**src/rtl/lcd_hd44780_responder_if.sv**
```systemverilog
// LCD character-bus bundle between the controller (master) and the display (slave).
// Latency: none, wires only.
// Backpressure: none; the slave signals busy through the status read.
interface lcd_hd44780_responder_if;
  logic       iLCD_EN;
  logic       iLCD_RS;
  logic       iLCD_RW;
  logic [7:0] iLCD_DATA;
  logic [7:0] oLCD_DATA;
  logic       oLCD_DATA_OE;

  modport master (
    output iLCD_EN, iLCD_RS, iLCD_RW, iLCD_DATA,
    input  oLCD_DATA, oLCD_DATA_OE
  );

  modport slave (
    input  iLCD_EN, iLCD_RS, iLCD_RW, iLCD_DATA,
    output oLCD_DATA, oLCD_DATA_OE
  );
endinterface

```
**src/rtl/lcd_hd44780_responder.sv**
```systemverilog
// HD44780-compatible display-side responder with a 32-character visible DDRAM image.
// Latency: state update and oWR_STB two cycles after EN is first sampled low; OE lags EN by two cycles.
// Backpressure: writes while busy are dropped and flag oERR; busy logic exists only with LCD_RESP_BUSY_EN.
module lcd_hd44780_responder #(
  parameter int BUSY_CYCLES  = 2000,
  parameter int CLEAR_CYCLES = 82000
) (
  input  logic                 iCLK,
  input  logic                 iRST,
  lcd_hd44780_responder_if.slave lcd,
  output logic [255:0]         oFB,
  output logic [6:0]           oAC,
  output logic                 oDISP_ON,
  output logic                 oBUSY,
  output logic                 oWR_STB,
  output logic                 oERR
);

  // Synchronizer stages and EN history for falling-edge detection
  logic       en_s1, en_s2, en_prev;
  logic       rs_s1, rs_s2;
  logic       rw_s1, rw_s2;
  logic [7:0] data_s1, data_s2;

  // Architectural state
  logic [6:0] ac;
  logic       id;
  logic       disp;
  logic       err;
  logic       stb;
  logic [7:0] fb [32];
  logic [7:0] rd_dat;
  logic       rd_oe;

  // Next-state values from the decoder
  logic [6:0]  ac_n;
  logic        id_n;
  logic        disp_n;
  logic        err_n;
  logic        stb_n;
  logic        fb_clr;
  logic        fb_we;
  logic [4:0]  fb_widx;
  logic [7:0]  fb_wdat;
  logic [31:0] busy_load;
  logic        busy_now;
  logic        fall;
  logic [7:0]  char_at_ac;

  // Address counter walks 0x00-0x27 and 0x40-0x67, wrapping between the two lines.
  function automatic logic [6:0] ac_step(input logic [6:0] a, input logic inc);
    logic [6:0] r;
    if (inc) begin
      if (a == 7'h27)      r = 7'h40;
      else if (a == 7'h67) r = 7'h00;
      else                 r = a + 7'd1;
    end else begin
      if (a == 7'h40)      r = 7'h27;
      else if (a == 7'h00) r = 7'h67;
      else                 r = a - 7'd1;
    end
    return r;
  endfunction

  function automatic logic ac_valid(input logic [6:0] a);
    return (a <= 7'h27) || ((a >= 7'h40) && (a <= 7'h67));
  endfunction

  // Only the first 16 columns of each line are on the glass.
  function automatic logic ac_visible(input logic [6:0] a);
    return (a[6:4] == 3'b000) || (a[6:4] == 3'b100);
  endfunction

  function automatic logic [4:0] ac_idx(input logic [6:0] a);
    return {a[6], a[3:0]};
  endfunction

  // Two-flop synchronizer on all bus inputs plus one extra EN stage
  always_ff @(posedge iCLK) begin
    if (iRST) begin
      en_s1   <= 1'b0;
      en_s2   <= 1'b0;
      en_prev <= 1'b0;
      rs_s1   <= 1'b0;
      rs_s2   <= 1'b0;
      rw_s1   <= 1'b0;
      rw_s2   <= 1'b0;
      data_s1 <= 8'h00;
      data_s2 <= 8'h00;
    end else begin
      en_s1   <= lcd.iLCD_EN;
      en_s2   <= en_s1;
      en_prev <= en_s2;
      rs_s1   <= lcd.iLCD_RS;
      rs_s2   <= rs_s1;
      rw_s1   <= lcd.iLCD_RW;
      rw_s2   <= rw_s1;
      data_s1 <= lcd.iLCD_DATA;
      data_s2 <= data_s1;
    end
  end

  assign fall       = en_prev & ~en_s2;
  assign char_at_ac = ac_visible(ac) ? fb[ac_idx(ac)] : 8'h20;

  // Decode the transaction completed by an EN falling edge
  always_comb begin
    ac_n      = ac;
    id_n      = id;
    disp_n    = disp;
    err_n     = err;
    stb_n     = 1'b0;
    fb_clr    = 1'b0;
    fb_we     = 1'b0;
    fb_widx   = ac_idx(ac);
    fb_wdat   = data_s2;
    busy_load = 32'(BUSY_CYCLES);
    if (fall) begin
      if (rw_s2) begin
        // Data reads auto-step the counter; status reads are side-effect free.
        if (rs_s2) ac_n = ac_step(ac, id);
      end else if (rs_s2 || (data_s2 != 8'h00)) begin
        if (busy_now) begin
          err_n = 1'b1;
        end else begin
          stb_n = 1'b1;
          if (rs_s2) begin
            fb_we = ac_visible(ac);
            ac_n  = ac_step(ac, id);
          end else begin
            casez (data_s2)
              8'b1???????: begin
                ac_n = data_s2[6:0];
                if (!ac_valid(data_s2[6:0])) err_n = 1'b1;
              end
              8'b01??????: ;
              8'b001?????: begin
                // Only the 8-bit interface is modelled.
                if (!data_s2[4]) err_n = 1'b1;
              end
              8'b0001????: ;
              8'b00001???: disp_n = data_s2[2];
              8'b000001??: id_n = data_s2[1];
              8'b0000001?: ac_n = 7'h00;
              default: begin
                fb_clr    = 1'b1;
                ac_n      = 7'h00;
                id_n      = 1'b1;
                busy_load = 32'(CLEAR_CYCLES);
              end
            endcase
          end
        end
      end
    end
  end

  // Control state register
  always_ff @(posedge iCLK) begin
    if (iRST) begin
      ac   <= 7'h00;
      id   <= 1'b1;
      disp <= 1'b0;
      err  <= 1'b0;
      stb  <= 1'b0;
    end else begin
      ac   <= ac_n;
      id   <= id_n;
      disp <= disp_n;
      err  <= err_n;
      stb  <= stb_n;
    end
  end

  // Visible character image
  always_ff @(posedge iCLK) begin
    if (iRST || fb_clr) begin
      for (int i = 0; i < 32; i++) fb[i] <= 8'h20;
    end else if (fb_we) begin
      fb[fb_widx] <= fb_wdat;
    end
  end

  // Read-back driver, registered so OE follows the synchronized EN by one more cycle
  always_ff @(posedge iCLK) begin
    if (iRST) begin
      rd_oe  <= 1'b0;
      rd_dat <= 8'h00;
    end else begin
      rd_oe  <= en_s2 & rw_s2;
      if (en_s2 && rw_s2) rd_dat <= rs_s2 ? char_at_ac : {busy_now, ac};
      else                rd_dat <= 8'h00;
    end
  end

`ifdef LCD_RESP_BUSY_EN
  logic [31:0] busy_cnt;

  // Busy countdown, reloaded by each accepted write
  always_ff @(posedge iCLK) begin
    if (iRST)                  busy_cnt <= 32'd0;
    else if (stb_n)            busy_cnt <= busy_load;
    else if (busy_cnt != 0)    busy_cnt <= busy_cnt - 32'd1;
  end

  assign busy_now = (busy_cnt != 32'd0);
`else
  logic unused_busy_load;

  assign unused_busy_load = ^busy_load;
  assign busy_now         = 1'b0;
`endif

  for (genvar g = 0; g < 32; g++) begin : g_fb
    assign oFB[8*g +: 8] = fb[g];
  end

  assign oAC              = ac;
  assign oDISP_ON         = disp;
  assign oBUSY            = busy_now;
  assign oWR_STB          = stb;
  assign oERR             = err;
  assign lcd.oLCD_DATA    = rd_dat;
  assign lcd.oLCD_DATA_OE = rd_oe;

endmodule
```
**src/flat_wrapper.sv**
```systemverilog
// flat-port wrapper written by rule: the top's interface ports become plain ports
module lcd_hd44780_responder_flat 
#(
  parameter int BUSY_CYCLES  = 2000,
  parameter int CLEAR_CYCLES = 82000
)
  (iCLK, iRST, oFB, oAC, oDISP_ON, oBUSY, oWR_STB, oERR, lcd_iLCD_EN, lcd_iLCD_RS, lcd_iLCD_RW, lcd_iLCD_DATA, lcd_oLCD_DATA, lcd_oLCD_DATA_OE);
  lcd_hd44780_responder_if lcd_i ();
  input  logic iCLK;
  input  logic iRST;
  output logic [255:0] oFB;
  output logic [6:0] oAC;
  output logic oDISP_ON;
  output logic oBUSY;
  output logic oWR_STB;
  output logic oERR;
  input wire logic [$bits(lcd_i.iLCD_EN)-1:0] lcd_iLCD_EN;
  input wire logic [$bits(lcd_i.iLCD_RS)-1:0] lcd_iLCD_RS;
  input wire logic [$bits(lcd_i.iLCD_RW)-1:0] lcd_iLCD_RW;
  input wire logic [$bits(lcd_i.iLCD_DATA)-1:0] lcd_iLCD_DATA;
  output wire logic [$bits(lcd_i.oLCD_DATA)-1:0] lcd_oLCD_DATA;
  output wire logic [$bits(lcd_i.oLCD_DATA_OE)-1:0] lcd_oLCD_DATA_OE;
  assign lcd_i.iLCD_EN = lcd_iLCD_EN;
  assign lcd_i.iLCD_RS = lcd_iLCD_RS;
  assign lcd_i.iLCD_RW = lcd_iLCD_RW;
  assign lcd_i.iLCD_DATA = lcd_iLCD_DATA;
  assign lcd_oLCD_DATA = lcd_i.oLCD_DATA;
  assign lcd_oLCD_DATA_OE = lcd_i.oLCD_DATA_OE;
  lcd_hd44780_responder #(.BUSY_CYCLES(BUSY_CYCLES), .CLEAR_CYCLES(CLEAR_CYCLES)) u_core (.iCLK(iCLK), .iRST(iRST), .lcd(lcd_i), .oFB(oFB), .oAC(oAC), .oDISP_ON(oDISP_ON), .oBUSY(oBUSY), .oWR_STB(oWR_STB), .oERR(oERR));
endmodule
```
**config.mk**
```make
export PLATFORM = sky130hd
export DESIGN_NAME = lcd_hd44780_responder_flat
export DESIGN_NICKNAME = d
export VERILOG_FILES = /design/src/rtl/lcd_hd44780_responder_if.sv /design/src/rtl/lcd_hd44780_responder.sv /design/src/flat_wrapper.sv
export SDC_FILE = /design/constraint.sdc
export NUM_CORES = 1
export LEC_CHECK = 0
export ABC_AREA = 1
export CAP_MARGIN = 20
export CELL_PAD_IN_SITES_DETAIL_PLACEMENT = 0
export CELL_PAD_IN_SITES_GLOBAL_PLACEMENT = 2
export CORE_ASPECT_RATIO = 0.5
export CORE_MARGIN = 1
export CORE_UTILIZATION = 33
export DETAILED_ROUTE_END_ITERATION = 16
export HOLD_SLACK_MARGIN = 0.12
export PLACE_DENSITY_LB_ADDON = 0.1
export SLEW_MARGIN = 0
export SYNTH_ARGS = -nofsm -noshare
export SYNTH_HDL_FRONTEND = slang
export SYNTH_SLANG_ARGS = --single-unit
```
**constraint.sdc**
```tcl
create_clock -name iCLK -period 6 [get_ports iCLK]
set_clock_uncertainty 0.2 [all_clocks]
set_input_delay 1.2 -clock iCLK [delete_from_list [all_inputs] [get_ports iCLK]]
set_output_delay 1.2 -clock iCLK [all_outputs]
set_load 0.05 [all_outputs]
```
==> results_dict.tcl <==
set metrics [dict create \
    row_count 52 \
    worst_setup_path_end_kind "register" \
    share_of_post_route_cells_with_drive_strength_above_1_pct 6.604 \
    min_to "u_core.data_s2[7]$_SDFF_PP0_" \
    critical_path.max_stage_delay_ps 820 \
    post_dr_vias_cell 5.010 \
    setup.worst_path.start_class "register" \
    drt.antenna.violating_nets 0 \
    cts.hold.buffers_added 0 \
    min-delay-start "u_core.data_s1[7]$_SDFF_PP0_" \
    pin_count_of_the_biggest_net_entering_global_routing 78 \
    grt.overflow.total 0 \
    tritoncts_num_sinks 304 \
    required_ps 5980 \
    remaining_drc_errors 0 \
    slowest_stage "sky130_fd_sc_hd__inv_2" \
    io_buffer_count 287 \
    timing.rr.start "u_core.data_s2[0]$_SDFF_PP0_" \
    antenna_found_initial 0 \
    rr_endpoint "u_core.fb[24][6]$_SDFFCE_PN0P_" \
    count_of_boundary_i_o_pins 289 \
    route.vias.total 11949 \
    synthesis_warnings 0 \
    drv_cap 0 \
    worst_slew_margin_rel_pct 21.93 \
    grt_util_all_layers_pct 25.19 \
    vias_in_the_first_global_route 11409 \
    placeableCoreArea_um2 41180 \
    clock_buffer_depth 3 \
    syn-instance-count 1551 \
    reg2reg_depth 8 \
    synth_nets 1568 \
    fillCellCount 3988 \
    cts-buffers-inserted 29 \
    ir_worst_vdd_mv 0.1871 \
    final.period_utilization_pct 63.04 \
    drt_pass1_iterations 5 \
    fin_tns_setup_ps 0 \
    starting_density_of_the_core_pct 34.10 \
    detailedRoute.firstIterationViolations 1138 \
    gpl.final_weighted_congestion 0.8830 \
    clockRootBuffer "sky130_fd_sc_hd__clkbuf_16" \
    run_status "finished, final reports clean" \
    die_area_um2 43440 \
    dpl.hpwl_um 38940 \
    synth.distinct_cells 34 \
    grt_pass1_wl_um 78900 \
    cellLeakagePower_nw 6.600 \
    cts_htree_levels 1 \
    timing.final.setup_violations 0 \
    final_max_slew_viol_count 0 \
    floorplan.die.width_um 293.7 \
    synth.yosys.seq_area_share_pct 61.58 \
    fmax_mhz 264.4 \
    critical_path.cell_chain "inv_2 > nand2_1 > nor3_2 > nor3_2 > nand4_1 > nand2_1 > inv_2 > nand2_1" \
    drt-total-wl_um 55870 \
    ff2ff_setup_slack_ps 2220 \
    hold_violations 0 \
    min-delay-path-class "register to register" \
    critical_path.max_fanout 33 \
    routedWlPerCell_um 23.43 \
    tritoncts "built" \
    post-route-util_pct 44.24 \
    worst_setup_hold_path_clk_slew_ps 60 \
    worst_slew_pin_slew_ps 1171 \
    cts.repair_timing.setup_buffer_count 0 \
    final_period_minus_worst_setup_slack_ps 3782 \
    crit_path_frequent_cell "sky130_fd_sc_hd__nand2_1" \
    rsz0062_at_grt "false" \
    nNetsFinal 1811 \
    floorplan.die.height_um 147.9 \
    worstSkewPairLatency_ps 570 \
    postSynthRegisterBits 304 \
    synthesis.area_um2 14040 \
    synth_area_per_cell_um2 9.054 \
    ys_dominant_reg_cell "sky130_fd_sc_hd__edfxtp_1" \
    post_cts_resize_count 0 \
    layout-area-overhead-vs-synth_pct 29.74 \
    critical_path_class "register to register" \
    ys_async_sr_fraction_pct 0 \
    power_per_cell_area_nw_per_um2 265.1 \
    post-route-worst-setup-slack_ps 2218 \
    number_of_enable_type_register_cells_in_the_synthesized_netlist 256 \
    detailedPlace.worstSlack_ps 1831 \
    holdPathStages 2 \
    worst-endpoint-arrival_ps 3760 \
]
## how the worst max path moves through the flow
stage                                                end                         start
after floorplan            u_core.fb[0][0]$_SDFFCE_PN0P_                          iRST
after global placement    u_core.fb[25][0]$_SDFFCE_PN0P_                          iRST
after detailed placement  u_core.fb[25][7]$_SDFFCE_PN0P_                          iRST
after CTS                 u_core.fb[19][3]$_SDFFCE_PN0P_  u_core.data_s2[0]$_SDFF_PP0_
after global routing      u_core.fb[20][5]$_SDFFCE_PN1P_  u_core.data_s2[0]$_SDFF_PP0_
final                     u_core.fb[24][6]$_SDFFCE_PN0P_  u_core.data_s2[0]$_SDFF_PP0_
## layout by cell type (no fill, tap or decap), types with 3 or more instances in the layout
cell,synthesis,layout
sky130_fd_sc_hd__a21oi_1,24,24
sky130_fd_sc_hd__ha_1,4,4
sky130_fd_sc_hd__o21ai_0,34,34
sky130_fd_sc_hd__o21ai_1,4,4
sky130_fd_sc_hd__inv_2,26,30
sky130_fd_sc_hd__nor2_1,320,320
sky130_fd_sc_hd__o211ai_1,3,3
sky130_fd_sc_hd__inv_6,0,3
sky130_fd_sc_hd__nor2_4,15,15
sky130_fd_sc_hd__clkinv_2,0,6
sky130_fd_sc_hd__bufinv_16,0,3
sky130_fd_sc_hd__edfxtp_1,256,256
sky130_fd_sc_hd__nor2_2,4,4
sky130_fd_sc_hd__clkinv_1,3,8
sky130_fd_sc_hd__clkinvlp_4,0,4
sky130_fd_sc_hd__nand4_1,3,3
sky130_fd_sc_hd__dfxtp_1,48,46
sky130_fd_sc_hd__nand2_1,430,430
sky130_fd_sc_hd__nand2_2,3,3
sky130_fd_sc_hd__clkbuf_16,0,29
sky130_fd_sc_hd__buf_4,12,14
sky130_fd_sc_hd__xor2_1,3,3
sky130_fd_sc_hd__clkdlybuf4s50_1,0,287
sky130_fd_sc_hd__nor3_1,10,10
sky130_fd_sc_hd__nand3_1,184,184
sky130_fd_sc_hd__inv_1,75,72
## routing by layer
metal / global-route usage (%) / routed length [um] / vias up / part of all wire, %
li1: - / - / 5546 / -
met1: 36.04 / 25010 / 5849 / 45
met2: 40.06 / 25630 / 494 / 46
met3: 4.721 / 4274 / 60 / 7.6
met4: 4.635 / 955 / 0 / 1.7
met5: 0 / 0 / - / 0
## flip-flops by register name, summed over array words and instances, names as in the netlist, 7 cells and up, named ones only
name,flops
u_core.lcd.oLCD_DATA,8
u_core.fb,256
u_core.data_s2,8
u_core.oAC,7
u_core.data_s1,8
## metrics by stage
step	cells	hold slack, ps	total power, mW	instance area [um2]
after floorplan	1551	188.3	2.790	14040
after global placement	2329	192.6	3.015	17250
after detailed placement	2329	194.0	3.016	17250
after CTS	2383	203.4	4.853	18190
after global routing	2384	221.0	4.960	18220
final	2385	201.0	4.830	18220
## Yosys cell counts (4+ instances only)
library cell	count	area [um2]
sky130_fd_sc_hd__clkbuf_1	37	138.9
sky130_fd_sc_hd__a21oi_1	24	120.1
sky130_fd_sc_hd__ha_1	4	50.05
sky130_fd_sc_hd__o21ai_1	4	20.02
sky130_fd_sc_hd__buf_6	10	112.6
sky130_fd_sc_hd__nor2_1	320	1201
sky130_fd_sc_hd__nor2_2	4	25.02
sky130_fd_sc_hd__dfxtp_1	48	960.9
sky130_fd_sc_hd__buf_1	7	26.28
sky130_fd_sc_hd__nand2_1	430	1614
sky130_fd_sc_hd__buf_2	24	120.1
sky130_fd_sc_hd__nor3_1	10	50.05
sky130_fd_sc_hd__buf_4	12	90.09
sky130_fd_sc_hd__nand3_1	184	920.9
sky130_fd_sc_hd__inv_1	75	281.5
sky130_fd_sc_hd__o21ai_0	34	170.2
sky130_fd_sc_hd__nor2_4	15	168.9
sky130_fd_sc_hd__inv_2	26	97.59
sky130_fd_sc_hd__edfxtp_1	256	7687
## kinds of logic after synthesis
family	Yosys count	synth area share [%]
and+or+nand+nor	974	28.92
DFF	304	61.58
buffers and inverters	195	6.299
AOI/OAI and AO/OA	70	2.628
adders and majority gates	4	0.3564
xor gates and xnor gates	3	0.1871
other	1	0.02670
## power by group
part	switching [mW]	internal, mW	total, mW	leakage (nW)
Combinational	0.409	0.145	0.554	3.22
Clock	0.839	1.02	1.86	0.452
Sequential	0.0647	2.35	2.42	2.93
Total	1.31	3.52	4.83	6.60
## worst max-delay path, delay by kind of cell, from the launching register on
kind / cells / cell delay (ps)
buf+inv: 2 / 1600
flops: 1 / 320
simple gates: 6 / 1220
## layout make-up
class	count	area, um2	area share [%]
diodes	1	2.502	0.01373
repair buffers	302	3005	16.49
inverters	105	396.6	2.177
clock buffers	30	729.5	4.004
well taps	567	709.4	3.894
multi-input cells	1052	4511	24.76
clock inverters	24	212.7	1.167
flip-flops and latches	304	8653	47.49
Note: power is estimated with default switching activity, not from simulation.
==> patch, RTL diff (same flow settings) <==
The output `oWR_STB` loses its register stage (`stb` becomes a continuous assignment).
--- a/src/rtl/lcd_hd44780_responder.sv
+++ b/src/rtl/lcd_hd44780_responder.sv
@@ -162,15 +162,15 @@
       id   <= 1'b1;
       disp <= 1'b0;
       err  <= 1'b0;
-      stb  <= 1'b0;
     end else begin
       ac   <= ac_n;
       id   <= id_n;
       disp <= disp_n;
       err  <= err_n;
-      stb  <= stb_n;
-    end
-  end
+    end
+  end
+
+  assign stb = stb_n;
 
   // Visible character image
   always_ff @(posedge iCLK) begin
Formal check against the unedited RTL: not equivalent (Yosys sat finds a counterexample within 4 cycles, from zero or initial values and one cycle with iRST high).
==> patch against the unedited design <==
Sequential cell count fell by 1. Critical endpoint is now oWR_STB. Count of clock-buffer cells in the layout rose by 9. Setup slack got worse by 0.43 ns. Final cell count fell by 2.4%. Worst hold slack improved by 0.0016 ns. Final area fell by 1.0%. Area after synthesis fell by 1.7%. Power fell by 0.74%. First-iteration DRC count rose by 13%. Routed wire length fell by 2.1%. Largest power group unchanged. Utilization fell by 0.095 points. Synthesized cell count fell by 1.6%.
==> patch: results (changes against the unedited design) <==
stage	metric	value	unit	change
setup_path	critical_path_arrival	2.81	ns	-0.95 ns
placement	dp.final_hpwl	38380	um	-1.4%
cts	clk_path_buf_depth	3		unchanged
outcome	status	finished clean		
global_route	grt_pass1_wl	78470	um	-0.54%
synth	ys_seq_area_frac	0.6248		+0.008984
pwr	net-switching-power	1.281	mW	-2.4%
pwr	p_leak	6.603	nW	about the same
layout	top_register	u_core.fb		
setup_path	r2r_start	u_core.data_s2[0]		
synth	synthTopCellsByArea	edfxtp_1 (56%), nand2_1 (12%), nor2_1 (8.3%), nand3_1 (7.9%), dfxtp_1 (6.8%)		
setup_path	cp_max_fo	33		unchanged
pwr	vdd_drop_max	193.1	uV	+3.2%
drt	wl_per_cell	23.51	um	+0.35%
drt	dr_total_vias	12090		+1.2%
layout	largest_reg_flops	256		unchanged
cts	insertion_delay	0.57	ns	about the same
global_route	first_global_vias	11370		-0.31%
global_route	grt_max_degree	80		+2.6%
hold_path	min_to	u_core.rw_s2		
synth	synth_cell_types	37		+8.8%
synth	yosysWarnings	0		unchanged
hold_path	min_path_type	reg -> reg		
layout	nFillCells	3953		-0.88%
pwr	p_total	4.794	mW	-0.74%
layout	nets	1781		-1.7%
global_route	track_usage	0.2515		-0.0004716
global_route	antenna_found_initial	1		+1
drt	drtIter0Drc	1287		+13%
hold_path	min_from	u_core.rw_s1		
synth	syn-num-nets	1543		-1.6%
synth	ys.flop_type	edfxtp_1		
cts	cts_buffers	29		unchanged
layout	drive_above_1_share	0.04983		-0.01621
sta	setup_viol	0		unchanged
sta	maxSlewHeadroom	0.2341		+0.01477
cts	cts-root-buf	clkbuf_16		
synth	synth.top_cells.by_count	nand2_1 (432), nor2_1 (306), edfxtp_1 (256)		
drt	antenna_left	0		unchanged
drt	drt-pass1-iter-count	6		+1
setup_path	r2r_cells	9		+1
setup_path	timing.rr.end	u_core.fb[24][3]		
setup_path	ff2ff_setup_slack	2.25	ns	+0.03 ns
placement	gp_congestion	0.8593		-2.7%
==> patch: cell count changes in the layout (fill, tap and decap cells not counted), sizes merged, moves of 5 or more <==
cell / change
inv: -39
nand3: +35
nor2: -27
clkbuf: +9
nand2: +7
o21ai: -7
a21oi: -6
clkinv: -5
==> patch: critical path: stages (launching register included) <==
cell             delay, ns
dfxtp_1               0.32
inv_2                 0.73
nand3_1               0.16
nor2_1                0.21
a21oi_1               0.10
clkdlybuf4s50_1       0.72
==> patch: final cells by class <==
cell class	count	area (um2)	area share
multi-input cells	1060	4539	0.2517
well taps	540	675.6	0.03746
flip-flops and latches	303	8633	0.4786
diodes	1	2.502	0.0001387
repair buffers	301	2998	0.1662
clock buffers	39	803.3	0.04453
clock inverters	14	125.1	0.006937
inverters	69	260.3	0.01443
==> patch: cells by family after synthesis <==
kind of cell / count (synthesis) / synth area share
AOI/OAI and AO/OA: 63 / 0.02528
xor gates and xnor gates: 2 / 0.001269
DFF: 303 / 0.6248
buffers and inverters: 163 / 0.04684
other: 1 / 0.0002716
and+or+nand+nor: 990 / 0.2979
adders and majority gates: 4 / 0.003624
==> patch: metrics by stage <==
| step | hold slack (ns) | cells | setup slack, ns | area [um2] | util |
|---|---|---|---|---|---|
| after detailed placement | 0.1931 | 2272 | 1.888 | 17080 | 0.4180 |
| after global routing | 0.2264 | 2326 | 1.624 | 18030 | 0.4414 |
| after floorplan | 0.1883 | 1526 | 3.190 | 13810 | - |
| after global placement | 0.1925 | 2272 | 1.975 | 17080 | 0.4180 |
| after CTS | 0.2021 | 2325 | 1.746 | 18010 | 0.4407 |
| final | 0.2027 | 2327 | 1.785 | 18040 | 0.4415 |
==> patch: routing by layer <==
| layer | vias up | routed length [um] | track usage |
|---|---|---|---|
| li1 | 5524 | - | - |
| met1 | 5917 | 24170 | 0.3645 |
| met2 | 586 | 25420 | 0.4025 |
| met3 | 63 | 4183 | 0.03425 |
| met4 | 0 | 937 | 0.04868 |
| met5 | - | 0 | 0 |
==> patch: worst max-delay path by stage <==
stage / start / endpoint / slack [ns] / depth (start not counted)
2_1_floorplan: u_core.rs_s2 / oWR_STB / 3.19 / 3
3_3_place_gp: iRST / u_core.fb[29][6] / 1.98 / 7
3_5_place_dp: iRST / u_core.fb[24][5] / 1.89 / 7
4_1_cts: u_core.data_s2[0] / oWR_STB / 1.75 / 5
5_1_grt: u_core.data_s2[0] / oWR_STB / 1.62 / 5
6_report: u_core.data_s2[0] / oWR_STB / 1.79 / 5
